==> config.mk <==
export PLATFORM = sky130hd
export DESIGN_NAME = overlay_v1_0_logo_split
export DESIGN_NICKNAME = d
export VERILOG_FILES = /design/src/rtl/overlay_v1_0_logo_split.sv
export SDC_FILE = /design/constraint.sdc
export NUM_CORES = 1
export LEC_CHECK = 0
export BUFFER_PORTS_ARGS = -buffer_cell sky130_fd_sc_hd__buf_2
export CORE_MARGIN = 2
export CORE_UTILIZATION = 51
export CTS_CLUSTER_DIAMETER = 200
export DETAILED_ROUTE_END_ITERATION = 10
export PLACE_DENSITY = 0.74
export SETUP_SLACK_MARGIN = 0.5
export SLEW_MARGIN = 20
export SYNTH_ARGS = -nofsm -noshare
export SYNTH_HDL_FRONTEND = slang
export SYNTH_SLANG_ARGS = --single-unit
export TNS_END_PERCENT = 5
==> constraint.sdc <==
create_clock -name M_AXI_ACLK -period 9.6 [get_ports M_AXI_ACLK]
set_input_delay 0.48 -clock M_AXI_ACLK [delete_from_list [all_inputs] [get_ports M_AXI_ACLK]]
set_output_delay 0.48 -clock M_AXI_ACLK [all_outputs]
set_load 0.02 [all_outputs]
==> src/rtl/overlay_v1_0_logo_split.sv <==
// Splits a packed alpha+colour logo stream into separate logo and alpha
// AXI-Stream channels, regenerating TLAST from the programmed geometry.

module overlay_v1_0_logo_split_fifo2 #(
  parameter int unsigned W = 8
) (
  input  logic         clk,
  input  logic         reset,
  input  logic         push,
  input  logic [W-1:0] din,
  input  logic         din_last,
  input  logic         pop,
  output logic [W-1:0] dout,
  output logic         dout_last,
  output logic [1:0]   count
);

  logic [W-1:0] mem [2];
  logic [1:0]   last_mem;
  logic         wr_ptr;
  logic         rd_ptr;

  // Two-entry ring; the producer never pushes when full.
  always_ff @(posedge clk) begin
    if (reset) begin
      mem[0]   <= '0;
      mem[1]   <= '0;
      last_mem <= '0;
      wr_ptr   <= 1'b0;
      rd_ptr   <= 1'b0;
      count    <= '0;
    end else begin
      if (push) begin
        mem[wr_ptr]      <= din;
        last_mem[wr_ptr] <= din_last;
        wr_ptr           <= ~wr_ptr;
      end
      if (pop) begin
        rd_ptr <= ~rd_ptr;
      end
      case ({push, pop})
        2'b10:   count <= count + 2'd1;
        2'b01:   count <= count - 2'd1;
        default: count <= count;
      endcase
    end
  end

  assign dout      = mem[rd_ptr];
  assign dout_last = last_mem[rd_ptr];

endmodule

module overlay_v1_0_logo_split #(
  parameter int unsigned S_AXI_CTRL_DATA_WIDTH = 32,
  parameter int unsigned DATA_WIDTH            = 32,
  parameter int unsigned ALPHA_WIDTH           = 8
) (
  input  logic                             M_AXI_ACLK,
  input  logic                             reset,
  input  logic                             run,
  input  logic [S_AXI_CTRL_DATA_WIDTH-1:0] logo_width,
  input  logic [S_AXI_CTRL_DATA_WIDTH-1:0] logo_height,
  output logic                             done,
  output logic                             frame_error,
  output logic [S_AXI_CTRL_DATA_WIDTH-1:0] hcount,
  output logic [S_AXI_CTRL_DATA_WIDTH-1:0] vcount,
  input  logic [DATA_WIDTH+ALPHA_WIDTH-1:0] S_AXIS_TDATA_ARGB,
  input  logic                             S_AXIS_TVALID_ARGB,
  output logic                             S_AXIS_TREADY_ARGB,
  input  logic                             S_AXIS_TLAST_ARGB,
  output logic [DATA_WIDTH-1:0]            M_AXIS_TDATA_LOGO,
  output logic                             M_AXIS_TVALID_LOGO,
  input  logic                             M_AXIS_TREADY_LOGO,
  output logic                             M_AXIS_TLAST_LOGO,
  output logic [ALPHA_WIDTH-1:0]           M_AXIS_TDATA_ALPHA,
  output logic                             M_AXIS_TVALID_ALPHA,
  input  logic                             M_AXIS_TREADY_ALPHA,
  output logic                             M_AXIS_TLAST_ALPHA
);

  localparam int unsigned CW = S_AXI_CTRL_DATA_WIDTH;
  localparam int unsigned DW = DATA_WIDTH;
  localparam int unsigned AW = ALPHA_WIDTH;

  typedef enum logic [1:0] {
    ST_IDLE,
    ST_STREAM,
    ST_FLUSH,
    ST_DONE
  } state_t;

  state_t        state;
  state_t        state_next;
  logic [CW-1:0] w_m1;
  logic [CW-1:0] h_m1;
  logic [1:0]    logo_cnt;
  logic [1:0]    alpha_cnt;
  logic          accept;
  logic          last_pix;
  logic          logo_pop;
  logic          alpha_pop;
  logic          logo_drained;
  logic          alpha_drained;
  logic          zero_size;

  assign S_AXIS_TREADY_ARGB = (state == ST_STREAM) && run &&
                              (logo_cnt < 2'd2) && (alpha_cnt < 2'd2);
  assign accept    = S_AXIS_TVALID_ARGB && S_AXIS_TREADY_ARGB;
  assign last_pix  = (hcount == w_m1) && (vcount == h_m1);
  assign zero_size = (logo_width == '0) || (logo_height == '0);

  assign M_AXIS_TVALID_LOGO  = (logo_cnt != 2'd0);
  assign M_AXIS_TVALID_ALPHA = (alpha_cnt != 2'd0);
  assign logo_pop  = M_AXIS_TVALID_LOGO && M_AXIS_TREADY_LOGO;
  assign alpha_pop = M_AXIS_TVALID_ALPHA && M_AXIS_TREADY_ALPHA;

  // Empty after this edge; lets done rise right after the final pop.
  assign logo_drained  = (logo_cnt == 2'd0) || ((logo_cnt == 2'd1) && logo_pop);
  assign alpha_drained = (alpha_cnt == 2'd0) || ((alpha_cnt == 2'd1) && alpha_pop);

  always_ff @(posedge M_AXI_ACLK) begin
    if (reset) begin
      state <= ST_IDLE;
    end else begin
      state <= state_next;
    end
  end

  always_comb begin
    state_next = state;
    case (state)
      ST_IDLE: begin
        if (run) begin
          state_next = zero_size ? ST_DONE : ST_STREAM;
        end
      end
      ST_STREAM: begin
        if (accept && last_pix) begin
          state_next = ST_FLUSH;
        end
      end
      ST_FLUSH: begin
        if (logo_drained && alpha_drained) begin
          state_next = ST_DONE;
        end
      end
      ST_DONE: begin
        if (!run) begin
          state_next = ST_IDLE;
        end
      end
      default: state_next = ST_IDLE;
    endcase
  end

  // Geometry latch, pixel position and input TLAST checking.
  always_ff @(posedge M_AXI_ACLK) begin
    if (reset) begin
      w_m1        <= '0;
      h_m1        <= '0;
      hcount      <= '0;
      vcount      <= '0;
      done        <= 1'b0;
      frame_error <= 1'b0;
    end else begin
      done <= (state_next == ST_DONE);
      if ((state == ST_IDLE) && run) begin
        w_m1        <= logo_width - CW'(1);
        h_m1        <= logo_height - CW'(1);
        hcount      <= '0;
        vcount      <= '0;
        frame_error <= 1'b0;
      end
      if (accept) begin
        if (S_AXIS_TLAST_ARGB != last_pix) begin
          frame_error <= 1'b1;
        end
        if (!last_pix) begin
          if (hcount == w_m1) begin
            hcount <= '0;
            vcount <= vcount + CW'(1);
          end else begin
            hcount <= hcount + CW'(1);
          end
        end
      end
    end
  end

  overlay_v1_0_logo_split_fifo2 #(.W(DW)) u_logo_fifo (
    .clk       (M_AXI_ACLK),
    .reset     (reset),
    .push      (accept),
    .din       (S_AXIS_TDATA_ARGB[DW-1:0]),
    .din_last  (last_pix),
    .pop       (logo_pop),
    .dout      (M_AXIS_TDATA_LOGO),
    .dout_last (M_AXIS_TLAST_LOGO),
    .count     (logo_cnt)
  );

  overlay_v1_0_logo_split_fifo2 #(.W(AW)) u_alpha_fifo (
    .clk       (M_AXI_ACLK),
    .reset     (reset),
    .push      (accept),
    .din       (S_AXIS_TDATA_ARGB[DW+AW-1:DW]),
    .din_last  (last_pix),
    .pop       (alpha_pop),
    .dout      (M_AXIS_TDATA_ALPHA),
    .dout_last (M_AXIS_TLAST_ALPHA),
    .count     (alpha_cnt)
  );

endmodule

== After elaboration in Yosys (flattened, before gate mapping) ==
Memory sizes are Yosys's and may differ from the RTL's. A register that Yosys moved wholly into a read port is not among the register bits.
Cells that the tools add are included.

* $add $sub $neg: 8
* Reductions and logical operators: 28
* Eq/ne operators: 13
* Bitwise operators: 4
* Order comparisons: 8
* Mux-type cells: 44

{| class="wikitable"
|+ Operators with widths
! kind !! number
|-
| 2-to-1 mux 32 bit || 9
|-
| adder 32 x 1 -> 32 bit (second input constant) || 2
|-
| == test 32 bit || 2
|-
| zero test 32 bit || 2
|-
| subtractor 32 x 1 -> 32 bit (second input constant) || 2
|-
| OR reduction 32 bit || 1
|-
| 2-to-1 mux 1 bit || 22
|-
| logical AND 1 bit || 14
|-
| == test 2 x 1 -> 1 bit (second input constant) || 5
|-
| == test 2 bit (second input constant) || 5
|-
| 2-to-1 mux 2 bit || 5
|-
| less-than comparator 1 x 2 -> 1 bit (second input constant) || 4
|-
| 2-to-1 mux 8 bit || 1
|-
| one-hot mux 2 bit (2 select lines) || 2
|-
| one-hot mux 2 bit (4 select lines) || 1
|-
| nonzero test 2 bit || 4
|-
| OR reduction 8 bit || 1
|-
| zero test 2 bit || 3
|-
| adder 2 x 1 -> 2 bit (second input constant) || 2
|-
| bitwise mux 2 bit || 2
|-
| less-than comparator 2 bit (second input constant) || 2
|-
| NOT 1 bit || 4
|-
| subtractor 2 x 1 -> 2 bit (second input constant) || 2
|-
| logical OR 1 bit || 3
|-
| other kinds (3) || 5
|}

* Output and inout port bits: 111
* Logic and storage cells: 122
* Register bits: 144
* Memories: 2
* Memory bits (writable): 80

{| class="wikitable"
|+ Memories
! name !! words !! width !! rd ports !! clocked after memory_dff !! wr ports !! RTL line !! text
|-
| u_logo_fifo.mem || 2 || 32 || 1 || 1 || 2 || 18 || <nowiki>logic [W-1:0] mem [2];</nowiki>
|-
| u_alpha_fifo.mem || 2 || 8 || 1 || 1 || 2 || 18 ||
|}

== Longest topological paths before layout ==
* Depth after elaboration: 10
* Mapped depth: 10
* Mapped depth without buffers: 8

== By module ==
A second synthesis with hierarchy kept.

* Cells, all modules: 1,243
* Area total of the unflattened synthesis: 11,536.1 um^2

{| class="wikitable"
|+ By module, submodules not included
! module !! times used !! area each (um^2) !! cells each !! sequential area each (um^2)
|-
| overlay_v1_0_logo_split || 1 || 7,483.4 || 925 || 2,642.5
|-
| overlay_v1_0_logo_split_fifo2 (u_logo_fifo) || 1 || 3,078.0 || 237 || 2,062.0
|-
| overlay_v1_0_logo_split_fifo2 (u_alpha_fifo) || 1 || 974.7 || 81 || 620.6
|}

== Least setup slack after synthesis ==
OpenSTA, ideal clock, no wires.

* Path kind: input port to flip-flop
* Start point: in run
* End point: mem u_logo_fifo.mem[0][0] (netlist name) (enable)
* Slack: 6,452 ps
* Library setup time: 429 ps
* Arrival: 2,719 ps
* Stages: 4
* Cell sequence: nor4b_1 and3_1 clkinv_1 o21bai_1

{| class="wikitable"
|+ RTL lines
! item !! RTL line !! text
|-
| start, declared || 61 || <nowiki>input logic run,</nowiki>
|-
| end, declared || 18 ||
|}

== Final worst setup path ==
* Start point: reg hcount[21]
* End point: reg vcount[11]

* Cells in the longest elaborated chain, start to end: 4
* Elaborated cells on any way between the ends: 5
* Those cells by class: 1 x eq/ne; 3 x mux; 1 x reduce/logical

{| class="wikitable"
|+ RTL lines
! item !! RTL line !! text
|-
| start, declared || 66 || <nowiki>output logic [S_AXI_CTRL_DATA_WIDTH-1:0] hcount,</nowiki>
|-
| start signal, assigned || 184 || <nowiki>hcount <= hcount + CW'(1);</nowiki>
|-
| == test 32 bit (*) || 110, 180 ||
|-
| 2-to-1 mux 32 bit / logical AND 1 bit (equally long branches) || 180, 110 ||
|-
| 2-to-1 mux 32 bit (*) || 179 || <nowiki>if (!last_pix) begin</nowiki>
|-
| 2-to-1 mux 32 bit (*) || 175 || <nowiki>if (accept) begin</nowiki>
|-
| end signal, assigned || 182 || <nowiki>vcount <= vcount + CW'(1);</nowiki>
|-
| end, declared || 67 || <nowiki>output logic [S_AXI_CTRL_DATA_WIDTH-1:0] vcount,</nowiki>
|}

Every way passes the cells marked *; elsewhere a longest branch is shown, timed or not.
A chain may end at the register's enable or synchronous reset.

==> parameters.txt <==
Parameter                              Value

GRT
  Maximum number of pins on one net before global-route repair    97
  Via count of the first global-routing pass    9328
  Number of antenna violations at the first check in global routing    0
  Global router's overall resource usage    24.22%
  Total congestion overflow    0
  First-pass GRT wire length    47910 microns

Die
  Area of the die    24540 sq um
  Starting utilization of the core area    52.17%
  Number of core rows    55
  Die width    156.7 microns
  I/O Pins    222
  Y dimension of the die    156.7 microns
  Floorplan Core Area    22780 sq um

Detailed routing
  Count of nets left with antenna violations after detail routing    0
  Routed Wire Length    30560 microns
  DRC violation count after routing    0
  Routed len/inst    17.29 microns
  Total iterations of the first detailed-routing run    5
  Violation count after the first detailed-routing iteration    882
  Vias per cell    5.700
  Number of vias in the routed layout    10070

Synth
  Adder and majority cell fraction of the synthesized area    1.263%
  Cell area after synthesis    11880 sq um
  Xor-xnor portion of the synthesized cell area    9.507%
  Yosys top cell area share    24.59%
  Seq/Total Area, Yosys    44.81%
  Main combinational cell family by area after synthesis    simple AND/OR/NAND/NOR gates
  Count of warnings emitted by yosys    0
  Number of enable flip-flop cells after synthesis    80
  Most frequently used cell type in the post-synthesis netlist    dfxtp_1
  Flip-flop and latch count after synthesis    226
  Post-synthesis net count    1382
  Post-synthesis async set-or-reset flop share    0%
  Main area contributors after synthesis    dfxtp_1 (25%), edfxtp_1 (20%), xor2_1 (6.6%)
  Most frequently used flop master after synthesis    dfxtp_1
  Cell taking the most area after synthesis    dfxtp_1
  Gate count of the mapped netlist    1259
  Most frequent cells after synthesis    dfxtp_1 (146), nor2_1 (124), xor2_1 (90)
  Synth Area in Compound Gates    12.13%
  Proportion of synthesized area in mux cells    4.390%
  Average cell area after synthesis    9.439 sq um
  Unique masters post-synth    68
  Simple-Gate Fraction of Synth Area    23.96%

Timing
  Transition time of the tightest slew-check pin    1.046 ns
  Max Slew Vio Count    0
  Fmax    337.7 MHz
  Fin. Hold Viols    0
  Setup repair after global routing missed its margin    no
  Clock tree skew after final layout    0.007537 ns
  Share of the cycle needed by the critical path after routing    30.85%
  WHS    0.1863 ns
  Total negative setup slack    0 ns
  Setup violations, final    0
  Clock period minus final worst setup slack    2.961 ns
  Slew Limit Headroom    30.25%

CTS
  Clock sink count    226
  Clock Root Buffer    clkbuf_16
  Number of H-tree levels    1
  Clock tree from TritonCTS    built
  Count of cells resized by post-cts repair    0
  TritonCTS buffer count    24
  Post-CTS setup-driven buffer insertion count    0
  Clock latency on the worst-skew pair    0.52 ns
  Count of hold-fix buffers inserted at cts    0
  Register clock-pin slew on the reported worst setup and hold paths    0.06 ns
  Max clock buf depth    3

Setup path
  Kind of end point of the critical path    flip-flop
  Data arrival at the endpoint of the critical path    3.39 ns
  Critical setup path kind    flip-flop to flip-flop
  Crit path launch type    flip-flop
  CP Max Fanout    44
  Required time of the critical path    10.03 ns
  Setup slack on the worst flop-to-flop path    6.64 ns

Final layout
  Area growth syn-to-layout    17.94%
  Register area    5326 sq um
  Fillers    1955
  Footprint of the multi-input gates    6107 sq um
  NumNets Final    1559
  Post-Route Utilization    61.53%
  Final antenna diode count    0
  Layout cell share with drive strength beyond 1    23.38%

Placement
  Input/output buffers    221
  RePlAce Congestion    0.9334
  Final HPWL DP    21780 microns

Hold path
  Type of the worst min-delay path    input port to flip-flop

Power and ir drop
  PD cells    183.3 nW/um^2
  Static leakage power    0.005666 uW
  Worst vdd rail ir drop    0.1113 mV

Run status
  Outcome    complete, no violations

Run
  Count of maximum capacitance violations    0
## through the flow
step,cell area [sq um],total power (uW),setup slack [ns],std cells
6_report,14020,2569,6.639,1767
5_1_grt,14020,2673,6.361,1767
4_1_cts,14010,2589,6.716,1767
3_5_place_dp,13130,1564,6.552,1723
3_3_place_gp,13130,1556,6.677,1723
2_1_floorplan,11880,1421,6.452,1259
## cell families after synthesis
kind of cell | Yosys count
buf+inv | 111
simple gates | 523
xor+xnor | 129
fa+ha+maj | 12
compound gates | 211
flops | 226
mux | 47
## flip-flops by register name, indices dropped and copies added, names as in the netlist, named ones only
register / count
frame_error: 1
u_alpha_fifo.last_mem: 2
h_m1: 32
vcount: 32
w_m1: 32
u_alpha_fifo.rd_ptr: 1
state: 2
u_logo_fifo.mem: 64
u_logo_fifo.last_mem: 2
u_logo_fifo.rd_ptr: 1
u_alpha_fifo.count: 2
u_logo_fifo.count: 2
u_alpha_fifo.wr_ptr: 1
u_logo_fifo.wr_ptr: 1
u_alpha_fifo.mem: 16
done: 1
hcount: 32
## metal layers
layer,wire [microns],share of wire (%),vias up,global-route usage (%)
li1,-,-,4941,-
met5,0,0,-,0
met4,744,2.4,0,7.471
met2,13860,45,359,39.02
met3,2132,7.0,55,3.572
met1,13820,45,4717,33.74
## report_power, final
part / internal (uW) / total, uW / switching [uW]
combinational: 185 / 443 / 258
sequential: 1050 / 1100 / 49.8
clock: 645 / 1030 / 381
## placed cells by master, fill, tap and decap left out, types with 41 or more instances in the layout
master | netlist | layout
buf_2 | 14 | 220
dfxtp_1 | 146 | 145
nor2_1 | 124 | 121
xor2_1 | 90 | 90
edfxtp_1 | 80 | 80
nand2_1 | 74 | 74
a211oi_1 | 56 | 56
and2_1 | 53 | 53
and3_1 | 49 | 49
o21ai_0 | 42 | 42
mux2_2 | 41 | 41
## worst paths after layout
path / end / depth (start not counted) / startpoint
worst min register to register: frame_error$_SDFF_PP0_ / 2 / frame_error$_SDFF_PP0_
worst max register to register: vcount[11]$_SDFF_PP0_ / 6 / hcount[21]$_SDFF_PP0_
worst max-delay path: vcount[11]$_SDFF_PP0_ / 6 / hcount[21]$_SDFF_PP0_
worst min-delay path: h_m1[0]$_SDFFE_PP0P_ / 2 / logo_height[0]
## worst max-delay path, cell delays in order, from the launching register on
cell and delay, ns:
dfxtp_1 0.53, xor2_1 0.12, nor4_1 0.40, and4_1 0.44, o2111ai_4 0.52, or4_1 0.68, a21oi_1 0.16
## layout make-up
class                           count  share of cell area [%]
Clock inverter                     11                   1.339
Clock buffer                       33                   4.990
Timing Repair Buffer              232                   8.498
Sequential cell                   226                   38.00
Inverter                           30                  0.8034
Tap cell                          313                   2.794
Multi-Input combinational cell    922                   43.57
No activity file was read; power rests on OpenSTA's default activity.
